==> src/rtl/dac_wave_gen.sv <==
// Waveform sample source for the DAC7512 driver: phase accumulator, wave shaping,
// amplitude scaling, saturating offset and a valid/ready output register with overrun count.
`timescale 1ns/1ps
module dac_wave_gen #(
    parameter int unsigned TICK_DIV = 5000
) (
    input  logic        clk,
    input  logic        rst_n,
    input  logic        en,
    input  logic        sync_clr,
    input  logic [1:0]  mode,
    input  logic [15:0] freq_word,
    input  logic [11:0] amp,
    input  logic [11:0] offset,
    input  logic [11:0] dc_code,
    output logic [11:0] data,
    output logic        data_valid,
    input  logic        data_ready,
    output logic [7:0]  overrun_cnt
);
    localparam int unsigned CW = 16;
    localparam int unsigned PW = 16;
    localparam int unsigned DW = 12;
    localparam int unsigned OW = 8;

    logic [CW-1:0] cnt_q, cnt_d;
    logic [PW-1:0] phase_q, phase_d;
    logic          tick_c;

    logic          s1_valid_q, s1_valid_d;
    logic          s1_bypass_q, s1_bypass_d;
    logic [DW-1:0] s1_raw_q, s1_raw_d;
    logic [DW-1:0] s1_amp_q, s1_amp_d;
    logic [DW-1:0] s1_off_q, s1_off_d;

    logic          s2_valid_q, s2_valid_d;
    logic          s2_bypass_q, s2_bypass_d;
    logic [DW-1:0] s2_scaled_q, s2_scaled_d;
    logic [DW-1:0] s2_off_q, s2_off_d;

    logic [DW-1:0] data_q, data_d;
    logic          valid_q, valid_d;
    logic [OW-1:0] ovr_q, ovr_d;

    logic [DW-1:0]   raw_c;
    logic [2*DW-1:0] prod_c;
    logic [DW:0]     sum_c;
    logic [DW-1:0]   code_c;

    // sync_clr wins over a tick landing in the same cycle
    assign tick_c = en & ~sync_clr & (cnt_q == CW'(TICK_DIV - 1));

    // Wave shaping from the pre-update phase; DC code rides in the raw slot with a bypass flag
    always_comb begin
        raw_c = '0;
        case (mode)
            2'd0:    raw_c = dc_code;
            2'd1:    raw_c = phase_q[15:4];
            2'd2:    raw_c = phase_q[15] ? ~phase_q[14:3] : phase_q[14:3];
            default: raw_c = phase_q[15] ? '0 : {DW{1'b1}};
        endcase
    end

    assign prod_c = (2*DW)'(s1_raw_q) * (2*DW)'(s1_amp_q);
    assign sum_c  = (DW+1)'(s2_scaled_q) + (DW+1)'(s2_off_q);
    assign code_c = s2_bypass_q ? s2_scaled_q
                  : (sum_c[DW] ? {DW{1'b1}} : sum_c[DW-1:0]);

    always_comb begin
        cnt_d       = cnt_q;
        phase_d     = phase_q;
        s1_valid_d  = tick_c;
        s1_bypass_d = s1_bypass_q;
        s1_raw_d    = s1_raw_q;
        s1_amp_d    = s1_amp_q;
        s1_off_d    = s1_off_q;
        s2_valid_d  = s1_valid_q;
        s2_bypass_d = s2_bypass_q;
        s2_scaled_d = s2_scaled_q;
        s2_off_d    = s2_off_q;
        data_d      = data_q;
        valid_d     = valid_q;
        ovr_d       = ovr_q;

        if (sync_clr) begin
            cnt_d   = '0;
            phase_d = '0;
        end else if (en) begin
            cnt_d = tick_c ? '0 : cnt_q + CW'(1);
            if (tick_c) begin
                phase_d = phase_q + freq_word;
            end
        end

        if (tick_c) begin
            s1_bypass_d = (mode == 2'd0);
            s1_raw_d    = raw_c;
            s1_amp_d    = amp;
            s1_off_d    = offset;
        end

        if (s1_valid_q) begin
            s2_bypass_d = s1_bypass_q;
            s2_scaled_d = s1_bypass_q ? s1_raw_q : prod_c[2*DW-1:DW];
            s2_off_d    = s1_off_q;
        end

        // Output register: load when empty or draining, otherwise drop and count
        if (s2_valid_q) begin
            if (!valid_q || data_ready) begin
                data_d  = code_c;
                valid_d = 1'b1;
            end else if (ovr_q != {OW{1'b1}}) begin
                ovr_d = ovr_q + OW'(1);
            end
        end else if (valid_q && data_ready) begin
            valid_d = 1'b0;
        end
    end

    always_ff @(posedge clk or negedge rst_n) begin
        if (!rst_n) begin
            cnt_q       <= '0;
            phase_q     <= '0;
            s1_valid_q  <= 1'b0;
            s1_bypass_q <= 1'b0;
            s1_raw_q    <= '0;
            s1_amp_q    <= '0;
            s1_off_q    <= '0;
            s2_valid_q  <= 1'b0;
            s2_bypass_q <= 1'b0;
            s2_scaled_q <= '0;
            s2_off_q    <= '0;
            data_q      <= '0;
            valid_q     <= 1'b0;
            ovr_q       <= '0;
        end else begin
            cnt_q       <= cnt_d;
            phase_q     <= phase_d;
            s1_valid_q  <= s1_valid_d;
            s1_bypass_q <= s1_bypass_d;
            s1_raw_q    <= s1_raw_d;
            s1_amp_q    <= s1_amp_d;
            s1_off_q    <= s1_off_d;
            s2_valid_q  <= s2_valid_d;
            s2_bypass_q <= s2_bypass_d;
            s2_scaled_q <= s2_scaled_d;
            s2_off_q    <= s2_off_d;
            data_q      <= data_d;
            valid_q     <= valid_d;
            ovr_q       <= ovr_d;
        end
    end

    assign data        = data_q;
    assign data_valid  = valid_q;
    assign overrun_cnt = ovr_q;

endmodule

==> config.mk <==
export PLATFORM = sky130hd
export DESIGN_NAME = dac_wave_gen
export DESIGN_NICKNAME = d
export VERILOG_FILES = /design/src/rtl/dac_wave_gen.sv
export SDC_FILE = /design/constraint.sdc
export NUM_CORES = 1
export LEC_CHECK = 0
export CAP_MARGIN = 5
export CORE_MARGIN = 4
export CORE_UTILIZATION = 30
export DETAILED_ROUTE_END_ITERATION = 10
export PLACE_DENSITY = 0.47
export REMOVE_ABC_BUFFERS = 1
export SLEW_MARGIN = 25
export SYNTH_ARGS = -nofsm -noshare
export SYNTH_HDL_FRONTEND = slang
export SYNTH_SLANG_ARGS = --single-unit
export TNS_END_PERCENT = 100
==> constraint.sdc <==
create_clock -name clk -period 10.7 [get_ports clk]
set_input_delay 1.605 -clock clk [delete_from_list [all_inputs] [get_ports clk]]
set_output_delay 1.605 -clock clk [all_outputs]
set_load 0.05 [all_outputs]
# After elaboration in Yosys (flattened, before gate mapping)
# Index checks and enable logic that the tools add are counted.
# Widths: inputs -> output; s select.
# totals
reg_bits	117
in_bits	59
output_inout_bits	21
elab_cells	55
# op_classes
add_sub_neg	4
mul	1
n_eq_ne	5
mux	15
n_bitwise	5
reduce_logical	11
# ops
operator	count
$mux 16	6
$mux 12	5
$pmux 12 s3	1
$mul 12x12->24	1
$add 16x1->16 const B	1
$add 16x16->16	1
$eq 16x13->1 const B	1
$add 12x12->13	1
$not 12->12	1
$add 8x1->8 const B	1
$ne 8x8->1 const B	1
$reduce_and 2->1	3
$reduce_bool 2->1	3
$mux 1	3
$reduce_and 3->1	1
$and 1x1->1	2
$eq 2x1->1 const B	1
$eq 2x2->1 const B	1
$logic_not 2->1	1
$ne 2x1->1 const B	1
$not 1->1	2
$logic_and 1x1->1	1
$logic_not 1->1	1
$logic_or 1x1->1	1

# Logic depth before layout (Yosys ltp)
# logic_depth
depth_word	6
mapped_depth	21
mapped_depth_nobuf	20

# Worst setup path after synthesis
# No wires, ideal clock.
# synth_timing
kind	register to register
from	reg s1_amp_q[8]
to	reg s2_scaled_q[11]
setup_ns	0.129
arrival_ns	4.989
t_required_ns	10.571
slack_ns	5.582
stages_incl_launch_ff	21
n_path_buf	1
period_less_slack_ns	5.118
path_cell_list	dfrtp_1 -> clkbuf_1 -> and2_1 -> fa_1 -> inv_1 -> fa_1 -> inv_1 -> fa_1 -> fa_1 -> inv_1 -> fa_1 -> inv_1 -> ha_1 -> o21a_1 -> o211ai_1 -> nor3_1 -> o211ai_1 -> a21oi_1 -> a221oi_1 -> xnor2_1 -> o21ai_0
# synth_between
elab_chain_cells	2
# synth_rtl
item	line_no	text
from (decl)	33	logic [DW-1:0] s1_amp_q, s1_amp_d;
from (signal assigned)	143	s1_amp_q <= s1_amp_d;
$mul 12x12->24	64	assign prod_c = (2*DW)'(s1_raw_q) * (2*DW)'(s1_amp_q);
$mux 12	104	s2_scaled_d = s1_bypass_q ? s1_raw_q : prod_c[2*DW-1:DW];
to (signal assigned)	147	s2_scaled_q <= s2_scaled_d;
to (decl)	38	logic [DW-1:0] s2_scaled_q, s2_scaled_d;
# Every way passes these cells.
# A chain may end at the register's enable or synchronous reset.

# Worst setup path in the final report
# layout_timing
from	reg s1_raw_q[2]
to	reg s2_scaled_q[11]
# layout_between
elab_chain_cells	2
# layout_rtl
item	line_no	text
from (decl)	32	logic [DW-1:0] s1_raw_q, s1_raw_d;
from (signal assigned)	142	s1_raw_q <= s1_raw_d;
$mul 12x12->24	64	
$mux 12	104	
# Every way passes these cells.

==> impl_metrics.ini <==
[logic_synthesis]
synth-xor-area-share_pct = 4.58
synth_cells = 1201
synthMuxAreaShare_pct = 1.57
synth_edf_count = 0
ys_types = 56
synth_top_area_share_pct = 27.4
dominantRegCellSynth = dfrtp_1
synthMostInstantiatedCell = nand2_1
ys_seq_area_share_pct = 27.4
synth_compound_area_share_pct = 11.4
synth_area_leader_cell = dfrtp_1
synth_fa_ha_area_share_pct = 29.1
synth_commonest_cells = 233 x nand2_1, 140 x inv_1, 117 x dfrtp_1
ys_async_sr_fraction_pct = 100
ys_warn_count = 0
yosys_register_bits = 117
synth_top_family_by_area = adder cells
synth_area_per_cell_um2 = 8.91
yosys.area_share.simple_pct = 18.9
syn_area_um2 = 10700
synthTopCellsByArea = dfrtp_1 27%, fa_1 19%, ha_1 10%

[critical_path]
r2r_start = s1_raw_q[2]
worst_path_max_delay_cell = dfrtp_1
path_common_cell = fa_1
crit_required_ns = 10.99
end_kind = register
cp-startpoint = s1_raw_q[2]
reg2reg_depth = 18
cp_cell_sequence = nand2_1 > fa_1 > fa_1 > inv_1 > fa_1 > fa_1 > inv_1 > fa_1 > inv_1 > ha_1 > o21a_1 > o211ai_1 > nor3_1 > o211ai_1 > a21oi_1 > a221oi_1 > xnor2_1 > o21ai_0
cpPeakStageDelay_ns = 0.68
crit_family = adder cells
crit_buf_inv = 3
critical_path_class = reg2reg
r2r_slack_ns = 4.99
arrival_ns = 5.99
startpoint_type = register
r2r_end = s2_scaled_q[11]
worst-path-max-fanout = 14

[grt]
track_usage_pct = 14.1
grt_max_degree = 68
overflow = 0
grt_pass1_wl_mm = 44.6
grt_pass1_vias = 8555
antenna_found_initial = 0

[clocking]
cts_tree = built
clk_pin_slew_worst_paths_ns = 0.06
cts_resized = 0
root_buffer = clkbuf_16
clk_path_buf_depth = 2
cts_made_buffers = 17
cts_htree_levels = 4
hold_buffers = 0
cts_num_sinks = 117
post-cts-setup-buffer-count = 0
clk_latency_ns = 0.42

[sta]
hold_viol = 0
setup_violations = 0
final_max_slew_viol_count = 0
tightest_slew_ns = 0.881
fin_crit_sh_pct = 53.3
finClkSkew_ns = 0.0110
tns_ns = 0
rsz0062_at_grt = false
whs_ns = 0.377
fin_ws_ns = 4.99
fmax_mhz = 175
relSlewSlack_pct = 40.9
period_needed_ns = 5.71

[min_path]
holdPathStages = 0
min_path_type = reg2reg
worstHoldEndpoint = s2_valid_q
min-delay-start = s1_valid_q

[floorplan]
io_pins = 80
initial_utilization_pct = 30.7
die_h_um = 197
dieArea_um2 = 38800
die_x_um = 197
coreArea_um2 = 34900
fp-row-count = 68

[power_and_ir_drop]
swShare_pct = 23.3
p_total_mw = 1.06
p_comb_share_pct = 5.0
vdd_drop_max_v = 0.0000961
clkPwrFrac_pct = 53.1
power.switching_uw = 246
p_int_uw = 813
power_density_nw_per_um2 = 85.1
power_frac_seq_pct = 41.9
power.leakage_nw = 6.15

[routing]
drt_iter0_drc = 347
wl_per_cell_um = 15.2
vias_per_cell = 4.70
final_antenna_net_count = 0
routed-via-count = 8058
drtPass1Iterations = 6
drc = 0
drt_wl_total_mm = 26.1

[place]
io_buffers = 79
post-dp-hpwl_mm = 19.8
gp_congestion = 0.801
preCtsSetupSlack_ns = 4.98

[finish]
area_growth_pct = 16.3
final_nets = 1493
diodes = 0
layout-drive-gt1-share_pct = 4.85
fill_cells = 3639

[status]
status = completed

[run]
maxCapViolCount = 0
-- metal layers --
layer	global-route usage (%)	routed length, µm
met1	19.2	12400
met2	23.8	12800
met3	2.00	622
met4	3.31	301
met5	0	0
-- metrics by stage --
stage | cell area (µm²) | utilization, % | std cells
after floorplan | 10500 | - | 1143
after global placement | 11900 | 34.0 | 1682
after detailed placement | 11900 | 34.0 | 1682
after CTS | 12500 | 35.7 | 1714
after global routing | 12400 | 35.7 | 1714
final | 12400 | 35.7 | 1714
-- registers in the layout, summed over array words and instances, names as in the netlist, 8 cells and up --
signal,count
phase_q,16
s2_scaled_q,12
cnt_q,16
s1_amp_q,12
data,12
overrun_cnt,8
s1_off_q,12
s2_off_q,12
s1_raw_q,12
-- worst max-delay path by stage --
stage / end / slack [ns] / cells past startpoint
after floorplan: s2_scaled_q[11] / 5.62 / 19
after global placement: s2_scaled_q[11] / 5.06 / 18
after detailed placement: s2_scaled_q[11] / 4.98 / 18
after CTS: s2_scaled_q[11] / 4.97 / 18
after global routing: s2_scaled_q[11] / 4.72 / 18
final: s2_scaled_q[11] / 4.99 / 18
-- power by group through the flow --
| stage | registers (mW) | logic (mW) | clock network, mW |
|---|---|---|---|
| after floorplan | 0.452 | 0.0140 | 0 |
| after global placement | 0.452 | 0.0548 | 0 |
| after detailed placement | 0.452 | 0.0552 | 0 |
| after CTS | 0.444 | 0.0554 | 0.582 |
| after global routing | 0.443 | 0.0602 | 0.603 |
| final | 0.444 | 0.0533 | 0.563 |
-- layout by cell type (no fill, tap or decap), types with 8 or more instances in the layout --
master           count
nor3_1              13
xor2_1              19
mux2_2              14
o22ai_1             10
or3_1                8
o21ai_0             74
a21o_1              14
xnor2_1             37
fa_1               101
o21a_1              10
clkbuf_16           17
o22a_1              11
inv_1              139
clkdlybuf4s50_1     77
a21oi_1             37
nand2b_1            13
nand2_1            233
nand3_1             18
dfrtp_1            117
nand3b_1            21
ha_1                87
and2_1              53
nor2_1              40
-- cells by family (layout without fill, tap and decap cells) --
logic type                 count (synthesis)  after routing
AOI/OAI and AO/OA                        197            197
and+or+nand+nor                          430            430
buffers and inverters                    198            256
adders and majority gates                188            188
DFF                                      117            117
muxes                                     15             15
xor gates and xnor gates                  56             56
-- layout make-up --
cell class / count / area, µm² / share of cell area, %
well taps: 455 / 569 / 4.57
clock buffers: 17 / 425 / 3.42
inverters: 140 / 526 / 4.22
repair buffers: 84 / 821 / 6.59
multi-input cells: 886 / 7020 / 56.4
clock inverters: 15 / 156 / 1.26
flip-flops and latches: 117 / 2930 / 23.5
(Power assumes the default switching activity.)
